[src/rtl/xbar_rr_scheduler.sv]
`default_nettype none
// ============================================================================
// Module   : xbar_rr_scheduler
// Purpose  : Per-output round-robin scheduler for an NxN crossbar. Every
//            output arbitrates among the inputs that target it and locks the
//            winner until the packet's last beat. It drives the per-output
//            route index and gates input ready with output backpressure.
// Ports    : clk, rst         - clock, synchronous active-high reset
//            in_valid[N]      - input i presents a beat
//            in_dest[N*RB]    - destination output of input i (RB = $clog2(N))
//            in_last[N]       - beat is the last of its packet
//            in_ready[N]      - beat of input i accepted this cycle
//            out_ready[N]     - output j can accept a beat
//            route[N*RB]      - input index connected to output j
//            route_valid[N]   - output j is locked, route[j] meaningful
//            wdog_err[N]      - one-cycle pulse on a watchdog release
// Options  : XBAR_SCHED_WATCHDOG_EN - force-release an output that has seen
//            no transfer for WDOG_CYCLES cycles. Without it wdog_err is 0.
// Revision : 1.0 - initial release
// ============================================================================
module xbar_rr_scheduler #(
    parameter int N           = 8,
    parameter int WDOG_CYCLES = 64
) (
    input  logic                   clk,
    input  logic                   rst,
    input  logic [N-1:0]           in_valid,
    input  logic [N*$clog2(N)-1:0] in_dest,
    input  logic [N-1:0]           in_last,
    output logic [N-1:0]           in_ready,
    input  logic [N-1:0]           out_ready,
    output logic [N*$clog2(N)-1:0] route,
    output logic [N-1:0]           route_valid,
    output logic [N-1:0]           wdog_err
);

    localparam int ROUTE_BITS = $clog2(N);
    localparam int c_SUM_W    = ROUTE_BITS + 1;

    localparam logic [0:0] c_ST_IDLE   = 1'b0;
    localparam logic [0:0] c_ST_LOCKED = 1'b1;

    // N < 2 or WDOG_CYCLES < 2 are unsupported configurations.
    generate
        if (N < 2 || WDOG_CYCLES < 2) begin : g_cfg_unsupported
        end
    endgenerate

    logic [N-1:0]                 r_state;
    logic [N-1:0]                 w_state_nxt;
    logic [N-1:0][ROUTE_BITS-1:0] r_route;
    logic [N-1:0][ROUTE_BITS-1:0] w_route_nxt;
    logic [N-1:0][ROUTE_BITS-1:0] r_rr_ptr;
    logic [N-1:0][ROUTE_BITS-1:0] w_rr_ptr_nxt;
    logic [N-1:0][ROUTE_BITS-1:0] w_dest;

    logic [N-1:0] w_busy;
    logic [N-1:0] w_xfer;
    logic [N-1:0] w_last_xfer;
    logic [N-1:0] w_wdog_fire;
    logic [N-1:0] w_release;

    logic                  w_found;
    logic [c_SUM_W-1:0]    w_sum;
    logic [ROUTE_BITS-1:0] w_cand;

    assign w_dest = in_dest;

    // Ownership decode from the latched binding; in_dest of an owner is
    // deliberately not consulted here.
    always_comb begin
        w_busy      = '0;
        w_xfer      = '0;
        w_last_xfer = '0;
        for (int j = 0; j < N; j++) begin
            if (r_state[j] == c_ST_LOCKED) begin
                w_busy[r_route[j]] = 1'b1;
                w_xfer[j]          = in_valid[r_route[j]] & out_ready[j];
                w_last_xfer[j]     = w_xfer[j] & in_last[r_route[j]];
            end
        end
    end

`ifdef XBAR_SCHED_WATCHDOG_EN
    localparam int                  c_WDOG_W   = $clog2(WDOG_CYCLES + 1);
    localparam logic [c_WDOG_W-1:0] c_WDOG_MAX = c_WDOG_W'(WDOG_CYCLES - 1);

    logic [N-1:0][c_WDOG_W-1:0] r_wdog_cnt;
    logic [N-1:0]               r_wdog_err;

    // Fires on the WDOG_CYCLES-th consecutive cycle without a transfer.
    always_comb begin
        w_wdog_fire = '0;
        for (int j = 0; j < N; j++) begin
            w_wdog_fire[j] = (r_state[j] == c_ST_LOCKED) & ~w_xfer[j] &
                             (r_wdog_cnt[j] == c_WDOG_MAX);
        end
    end

    // Counter stays at zero while IDLE, so entry to LOCKED starts from zero.
    always_ff @(posedge clk) begin
        if (rst) begin
            r_wdog_cnt <= '0;
            r_wdog_err <= '0;
        end else begin
            r_wdog_err <= w_wdog_fire;
            for (int j = 0; j < N; j++) begin
                if (r_state[j] != c_ST_LOCKED || w_xfer[j] || w_wdog_fire[j]) begin
                    r_wdog_cnt[j] <= '0;
                end else begin
                    r_wdog_cnt[j] <= r_wdog_cnt[j] + 1'b1;
                end
            end
        end
    end

    assign wdog_err = r_wdog_err;
`else
    assign w_wdog_fire = '0;
    assign wdog_err    = '0;
`endif

    assign w_release = w_last_xfer | w_wdog_fire;

    // State register
    always_ff @(posedge clk) begin
        if (rst) begin
            r_state  <= {N{c_ST_IDLE}};
            r_route  <= '0;
            r_rr_ptr <= '0;
        end else begin
            r_state  <= w_state_nxt;
            r_route  <= w_route_nxt;
            r_rr_ptr <= w_rr_ptr_nxt;
        end
    end

    // Next-state: IDLE outputs scan from rr_ptr upward with wrap; LOCKED
    // outputs release on a last-beat transfer (or watchdog) and advance the
    // pointer past the released owner. The releasing input is still busy in
    // that cycle, so a new request from it is only seen once IDLE.
    always_comb begin
        w_state_nxt  = r_state;
        w_route_nxt  = r_route;
        w_rr_ptr_nxt = r_rr_ptr;
        w_found      = 1'b0;
        w_sum        = '0;
        w_cand       = '0;
        for (int j = 0; j < N; j++) begin
            if (r_state[j] == c_ST_IDLE) begin
                w_found = 1'b0;
                for (int k = 0; k < N; k++) begin
                    w_sum = {1'b0, r_rr_ptr[j]} + c_SUM_W'(k);
                    if (w_sum >= c_SUM_W'(N)) begin
                        w_sum = w_sum - c_SUM_W'(N);
                    end
                    w_cand = w_sum[ROUTE_BITS-1:0];
                    if (!w_found && in_valid[w_cand] && !w_busy[w_cand] &&
                        (w_dest[w_cand] == ROUTE_BITS'(j))) begin
                        w_found        = 1'b1;
                        w_state_nxt[j] = c_ST_LOCKED;
                        w_route_nxt[j] = w_cand;
                    end
                end
            end else if (w_release[j]) begin
                w_state_nxt[j]  = c_ST_IDLE;
                w_rr_ptr_nxt[j] = (r_route[j] == ROUTE_BITS'(N - 1)) ? '0
                                                                     : r_route[j] + 1'b1;
            end
        end
    end

    // Outputs: ready is combinational so backpressure takes effect in the
    // same cycle. busy[] guarantees at most one output drives each bit.
    always_comb begin
        in_ready    = '0;
        route_valid = '0;
        route       = r_route;
        for (int j = 0; j < N; j++) begin
            route_valid[j] = (r_state[j] == c_ST_LOCKED);
            if (r_state[j] == c_ST_LOCKED && out_ready[j]) begin
                in_ready[r_route[j]] = in_valid[r_route[j]];
            end
        end
    end

endmodule
`default_nettype wire
[config.mk]
export PLATFORM = sky130hd
export DESIGN_NAME = xbar_rr_scheduler
export DESIGN_NICKNAME = d
export VERILOG_FILES = /design/src/rtl/xbar_rr_scheduler.sv
export SDC_FILE = /design/constraint.sdc
export NUM_CORES = 1
export LEC_CHECK = 0
export BUFFER_PORTS_ARGS = -buffer_cell sky130_fd_sc_hd__buf_4
export CAP_MARGIN = 0
export CORE_MARGIN = 2
export CORE_UTILIZATION = 30
export CTS_BUF_LIST = sky130_fd_sc_hd__clkbuf_4 sky130_fd_sc_hd__clkbuf_8
export DETAILED_ROUTE_END_ITERATION = 12
export HOLD_SLACK_MARGIN = 0.06
export PLACE_DENSITY_LB_ADDON = 0.08
export RECOVER_POWER = 100
export SYNTH_ARGS = -nofsm -noshare
export SYNTH_HDL_FRONTEND = slang
export SYNTH_SLANG_ARGS = --single-unit
[constraint.sdc]
create_clock -name clk -period 6.43 [get_ports clk]
set_input_delay 1.929 -clock clk [delete_from_list [all_inputs] [get_ports clk]]
set_output_delay 1.929 -clock clk [all_outputs]
set_load 0.01 [all_outputs]
==> results of run 1 <==
==> registers in the layout, summed over array words and instances (netlist names) <==
signal       count
r_rr_ptr        24
route_valid      8
route           24
==> metrics by stage <==
stage | hold slack [ps] | power, mW
floorplan | 595 | 2.77
global placement | 588 | 3.98
detailed placement | 592 | 3.98
CTS | 609 | 4.31
global route | 619 | 4.63
finish | 600 | 4.37
==> how the worst max path moves through the flow <==
| stage | start | endpoint |
|---|---|---|
| 2_1_floorplan | in_valid[7] | in_ready[5] |
| 3_3_place_gp | in_valid[7] | in_ready[4] |
| 3_5_place_dp | in_valid[7] | in_ready[4] |
| 4_1_cts | in_valid[7] | in_ready[4] |
| 5_1_grt | in_valid[5] | in_ready[6] |
| 6_report | in_valid[4] | in_ready[6] |
==> per-layer routing <==
metal  share of wire [%]  wire (um)  track usage (%)  vias to the layer above
li1                    -          -                -                     7703
met1                  44      31200             39.7                     8431
met2                  44      31400             45.8                      795
met3                 7.4       5220             4.38                      143
met4                 4.4       3150             12.3                        0
met5                   0          0                0                        -
==> layout by cell type (no fill, tap or decap), types with 46 or more instances in the layout <==
master	count
sky130_fd_sc_hd__a21oi_1	85
sky130_fd_sc_hd__buf_4	151
sky130_fd_sc_hd__dfxtp_1	56
sky130_fd_sc_hd__inv_1	64
sky130_fd_sc_hd__mux2i_1	80
sky130_fd_sc_hd__nand2_1	177
sky130_fd_sc_hd__nand2b_1	46
sky130_fd_sc_hd__nand3_1	76
sky130_fd_sc_hd__nand4_1	50
sky130_fd_sc_hd__nor2_1	195
sky130_fd_sc_hd__nor3_1	105
sky130_fd_sc_hd__o21ai_0	69
==> critical path, cell delays in order <==
cell                       delay, ps
sky130_fd_sc_hd__buf_4           160
sky130_fd_sc_hd__mux4_2          480
sky130_fd_sc_hd__mux2i_2         180
sky130_fd_sc_hd__nor2_1           90
sky130_fd_sc_hd__and2_1          210
sky130_fd_sc_hd__a221oi_1        300
sky130_fd_sc_hd__a311oi_1         80
sky130_fd_sc_hd__a21o_1          180
sky130_fd_sc_hd__mux2i_1         180
sky130_fd_sc_hd__mux2i_1         130
sky130_fd_sc_hd__o21ai_0         180
sky130_fd_sc_hd__nand2_1          70
sky130_fd_sc_hd__buf_4           140
==> power by group through the flow <==
stage	logic [mW]	clock network (mW)	registers [mW]
finish	3.29	0.312	0.770
detailed placement	3.21	0	0.768
floorplan	2.20	0	0.567
global placement	3.21	0	0.766
global route	3.52	0.333	0.780
CTS	3.22	0.324	0.759
==> cell type report <==
class | count | area [sq um]
fillers | 5005 | 30200
multi-input cells | 1687 | 11800
repair buffers | 156 | 1150
flip-flops and latches | 56 | 1120
well taps | 600 | 751
inverters | 74 | 278
clock buffers | 5 | 68.8
clock inverters | 2 | 60.1
diodes | 2 | 5.00
==> logic make-up after synthesis <==
kind of cell,count (synthesis)
muxes,144
adders and majority gates,32
xor gates and xnor gates,28
and+or+nand+nor,892
other,1
buffers and inverters,228
DFF,56
AOI/OAI and AO/OA,583
==> repair_timing <==
item / 4_1_cts / 5_1_grt
buffers inserted: 0 / 0
setup endpoints to repair: 0 / 5
resized for setup: 0 / 7
==> flow_summary.ini, run 1 <==
[timing]
layout_worst_path_cycle_share_pct = 97.3
finalHoldViolations = 0
report.final.setup_viol = 0
tightest_slew_ps = 1170
final.setup.worst_slack_ps = 171
maximum_clock_frequency_mhz = 160
summed_negative_setup_slack_over_all_endpoints_ps = 0
timing_max_transition_violations_final = 0
layout_skew_ps = 3.12
setup_repair_after_global_routing_missed_its_margin = true
relSlewSlack_pct = 21.7
layout_min_cycle_time_ps = 6260

[clock_tree]
clock-root-buffer = sky130_fd_sc_hd__clkbuf_8
cts_max_level = 2
worstSkewPairLatency_ps = 380
clock_tree.buffer_depth = 2
clkSlewWorstSetupHoldPaths_ps = 120
clk_sinks = 56
tritoncts = built
number_of_buffers_inserted_during_clock_tree_synthesis = 5
cts_hold_repair.buffers = 0

[synthesis]
synth_area_leaders = sky130_fd_sc_hd__dfxtp_1 (8.1%), sky130_fd_sc_hd__mux4_2 (7.3%), sky130_fd_sc_hd__mux2i_1 (5.9%)
flip_flop_and_latch_count_after_synthesis = 56
synth.largest_area_cell = sky130_fd_sc_hd__dfxtp_1
post_synth_and_or_nand_nor_area_fraction_pct = 34.0
synth_top_family_by_area = simple AND/OR/NAND/NOR gates
synth_largest_type_area_fraction_pct = 8.09
synth_xor_area_share_pct = 1.77
post_synth_instance_area_sq_um = 13900
synth-async-reset-ratio_pct = 0
synth.area.mux_share_pct = 14.6
synth_compound_area_share_pct = 31.5
synthesis.yosys.warnings = 0
per_instance_average_area_after_synthesis_sq_um = 7.06
synth-seq-area-share_pct = 8.09
number_of_flops_mapped_to_enable_cells_by_yosys = 0
synth-adder-area-share_pct = 2.89
synth_flop_cell = sky130_fd_sc_hd__dfxtp_1
postSynthCellCount = 1964
ys_types = 111
post_synth_most_frequent_cells = sky130_fd_sc_hd__nor2_1 (195), sky130_fd_sc_hd__nand2_1 (177), sky130_fd_sc_hd__nor3_1 (105)
post-synth-top-count-cell = sky130_fd_sc_hd__nor2_1

[setup_path]
reg2regPathDepth = 11
worst_ep_required_time_ps = 4500
worst-r2r-setup-slack_ps = 1200
critPathLaunchType = input pin
worst_r2r_endpoint = route[0]$_SDFFE_PP0P_
rr_startpoint = route_valid[5]$_SDFF_PP0_
critPathMaxFanout = 7
arrival_ps = 4330
path_class = in -> out
cp-end-kind = primary output

[detailed_routing]
dr_total_vias = 17100
postRouteWirelength_um = 71000
wire_per_inst_um = 27.5
vias_per_cell = 6.61
initial_drc_count = 1987
route.antenna.remaining_nets = 0
drt-pass1-iter-count = 8
number_of_drc_violations_after_detailed_routing = 0

[status]
status = complete, no violations

[placement]
detailed_place_hpwl_um = 55200
place.detailed.instances = 2573
gp_routability_congestion = 0.948
dp_worst_setup_slack_ps = 73.8
port_buffers = 89
placed_area_sq_um = 15100

[job]
drv.max_cap_violation_count = 0

[min_path]
hold_path.class = reg -> reg
worst_hold_path.endpoint = route[6]$_SDFFE_PP0P_
hold_depth = 2
worstHoldStart = route[6]$_SDFFE_PP0P_

[power_and_ir_drop]
power.clock.fraction_pct = 7.1
vdd_ir_drop_max_uv = 144
power_report.internal_total_mw = 1.80
share_seq_of_total_power_pct = 17.6
comb_power_share_pct = 75.3
power.leakage_nw = 5.38
power_density_nw_per_um2 = 286
p_sw_mw = 2.58
share_of_total_power_consumed_by_net_switching_pct = 58.9

[finish]
fin_cells = 2582
syn2layout_area_growth_pct = 10.2
final_cell_area_sq_um = 15300
final_core_utilization_pct = 33.6
layout-drive-gt1-share_pct = 15.0
nNetsFinal = 2062

[floorplan]
core.rowCount = 78
core_sq_um = 45500
initial_utilization_pct = 30.5
die_w_um = 219
die-area_sq_um = 47900
chipHeight_um = 219
num_io_pins = 98

[global_routing]
total_routing_usage_reported_by_global_routing_pct = 29.2
grt_start_max_net_pins = 35
total_grt_overflow = 0
vias_in_the_first_global_route = 15900
grt_pass1_wl_um = 106000
antenna_violations_before_repair = 1
Note: power is estimated with default switching activity, not from simulation.
==> inputs of run 2 (changes only) <==
Settings changed: MAX_ROUTING_LAYER set to met4, SLEW_MARGIN set to 15.
==> run 2 against run 1 <==
Effect of this change:
- design area fell by 0.20%
- setup slack got worse by 74 ps
- wire length rose by 1.2%
- total power fell by 0.65%
- combinational power barely moved
- first-iteration DRC count fell by 3.9%
- critical path type unchanged
- clock skew rose by 10 ps
- register-to-register slack improved by 140 ps
- highest routed layer unchanged
- sequential power rose by 2%
- clock power fell by 11%
- sequential share of layout area barely moved
==> flow_summary.ini, run 2 (synthesized netlist as in run 1, its figures left out) <==
[timing]
setup_repair_after_global_routing_missed_its_margin = true
finalHoldViolations = 0
maximum_clock_frequency_mhz = 158
layout_worst_path_cycle_share_pct = 98.5
timing_max_transition_violations_final = 0
layout_min_cycle_time_ps = 6330
summed_negative_setup_slack_over_all_endpoints_ps = 0
layout_skew_ps = 13.3
tightest_slew_ps = 1130
report.final.setup_viol = 0
relSlewSlack_pct = 23.9
final.setup.worst_slack_ps = 97.3

[global_routing]
total_routing_usage_reported_by_global_routing_pct = 30.3
total_grt_overflow = 0
antenna_violations_before_repair = 1
grt_start_max_net_pins = 35
vias_in_the_first_global_route = 16000
grt_pass1_wl_um = 106000

[finish]
layout.cells.most_common_list = sky130_fd_sc_hd__nor2_1 (195), sky130_fd_sc_hd__nand2_1 (177), sky130_fd_sc_hd__buf_4 (149)
layout-drive-gt1-share_pct = 14.9
nNetsFinal = 2061
mostFrequentLayoutCell = sky130_fd_sc_hd__nor2_1
fin_cells = 2582
syn2layout_area_growth_pct = 9.98
final_cell_area_sq_um = 15200
fill_cells = 5026

[placement]
gp_routability_congestion = 0.967
place.detailed.instances = 2572
detailed_place_hpwl_um = 55700
placed_area_sq_um = 15100
port_buffers = 89
dp_worst_setup_slack_ps = 83.9

[setup_path]
worst_r2r_endpoint = route[0]$_SDFFE_PP0P_
rr_startpoint = route_valid[5]$_SDFF_PP0_
worst-r2r-setup-slack_ps = 1340
critPathMaxFanout = 6
cpPeakStageDelay_ps = 490
timing.critical_path.buf_inv = 2
reg2regPathDepth = 12
cp-end-kind = primary output
critPathLaunchType = input pin
arrival_ps = 4400
crit_family = multiplexers
worst_path_max_delay_cell = sky130_fd_sc_hd__mux4_2
critical_path.cell_chain = buf_4 > mux4_2 > mux2i_2 > nor2_1 > and2_1 > a221oi_2 > nor2_1 > a221oi_1 > nor3_1 > o31ai_1 > mux2i_1 > buf_4
worst_ep_required_time_ps = 4500
path_class = in -> out

[detailed_routing]
initial_drc_count = 1910
number_of_drc_violations_after_detailed_routing = 0
drt-pass1-iter-count = 5
dr_total_vias = 17100
vias_per_cell = 6.61
wire_per_inst_um = 27.8
postRouteWirelength_um = 71800
route.antenna.remaining_nets = 0

[min_path]
worst_hold_path.endpoint = route[18]$_SDFFE_PP0P_
hold_path.class = reg -> reg
worstHoldStart = route[18]$_SDFFE_PP0P_
hold_depth = 2

[floorplan]
initial_utilization_pct = 30.5
chipHeight_um = 219
core_sq_um = 45500
die-area_sq_um = 47900
die_w_um = 219
num_io_pins = 98
core.rowCount = 78

[power_and_ir_drop]
power.leakage_nw = 5.36
vdd_ir_drop_max_uv = 151
power_density_nw_per_um2 = 285
fin_total_pwr_mw = 4.34

[clock_tree]
clock_tree.buffer_depth = 2
clk_sinks = 56
clkSlewWorstSetupHoldPaths_ps = 120
cts_max_level = 2
cts_hold_repair.buffers = 0
clock-root-buffer = sky130_fd_sc_hd__clkbuf_8
worstSkewPairLatency_ps = 390
tritoncts = built
number_of_buffers_inserted_during_clock_tree_synthesis = 5

[status]
status = complete, no violations

[job]
drv.max_cap_violation_count = 0
## run 2: cell count changes in the layout (fill, tap and decap cells not counted), sizes merged
cell and change:
clkinv +1, bufinv -1, buf -2, clkbuf +2
## run 2: stage by stage
stage | utilization, % | hold WS, ps
after global placement | 33.3 | 441
after CTS | 33.5 | 472
after floorplan | - | 595
final | 33.5 | 464
after global routing | 33.5 | 509
after detailed placement | 33.3 | 455
## run 2: area by class of cell
| cell class | instances | area [sq um] | share of cell area [%] |
|---|---|---|---|
| Multi-Input combinational cell | 1687 | 11800 | 77.6 |
| Timing Repair Buffer | 155 | 1140 | 7.49 |
| Sequential cell | 56 | 1120 | 7.36 |
| Tap cell | 600 | 751 | 4.93 |
| Inverter | 74 | 278 | 1.82 |
| Clock buffer | 6 | 76.3 | 0.501 |
| Clock inverter | 2 | 35.0 | 0.230 |
| Antenna cell | 2 | 5.00 | 0.0328 |
## run 2: worst max path at each step
stage	start	to	depth (start not counted)
global route	in_valid[7]	in_ready[4]	12
global placement	in_valid[7]	in_ready[4]	12
CTS	in_valid[5]	in_ready[4]	12
finish	in_valid[7]	in_ready[4]	12
floorplan	in_valid[7]	in_ready[5]	13
detailed placement	in_valid[5]	in_ready[4]	12
## run 2: where the power goes
part / switching, mW / leakage, nW / internal, mW / total [mW]
sequential: 0.357 / 0.457 / 0.432 / 0.788
clock: 0.157 / 0.0586 / 0.121 / 0.278
combinational: 2.08 / 4.85 / 1.20 / 3.28
total: 2.59 / 5.36 / 1.75 / 4.34
## run 2: repair_timing
| action | CTS | global route |
|---|---|---|
| gates resized for setup | 0 | 5 |
| buffers inserted | 0 | 0 |
| setup endpoints to repair | 0 | 3 |
## run 2: worst reg2reg max path: cells and delay by family (launching register included)
family,cells,cell delay (ps)
multiplexers,2,650
AND/OR/NAND/NOR,3,1280
buffers and inverters,2,690
AO/OA/AOI/OAI,5,1490
flip-flops,1,870
## run 2: per-layer routing
layer,GRT usage (%),wire [um],vias to the layer above
met4,11.9,2950,0
li1,-,-,7692
met3,4.03,5350,145
met1,40.4,31800,8354
met5,-,0,-
met2,46.4,31700,880
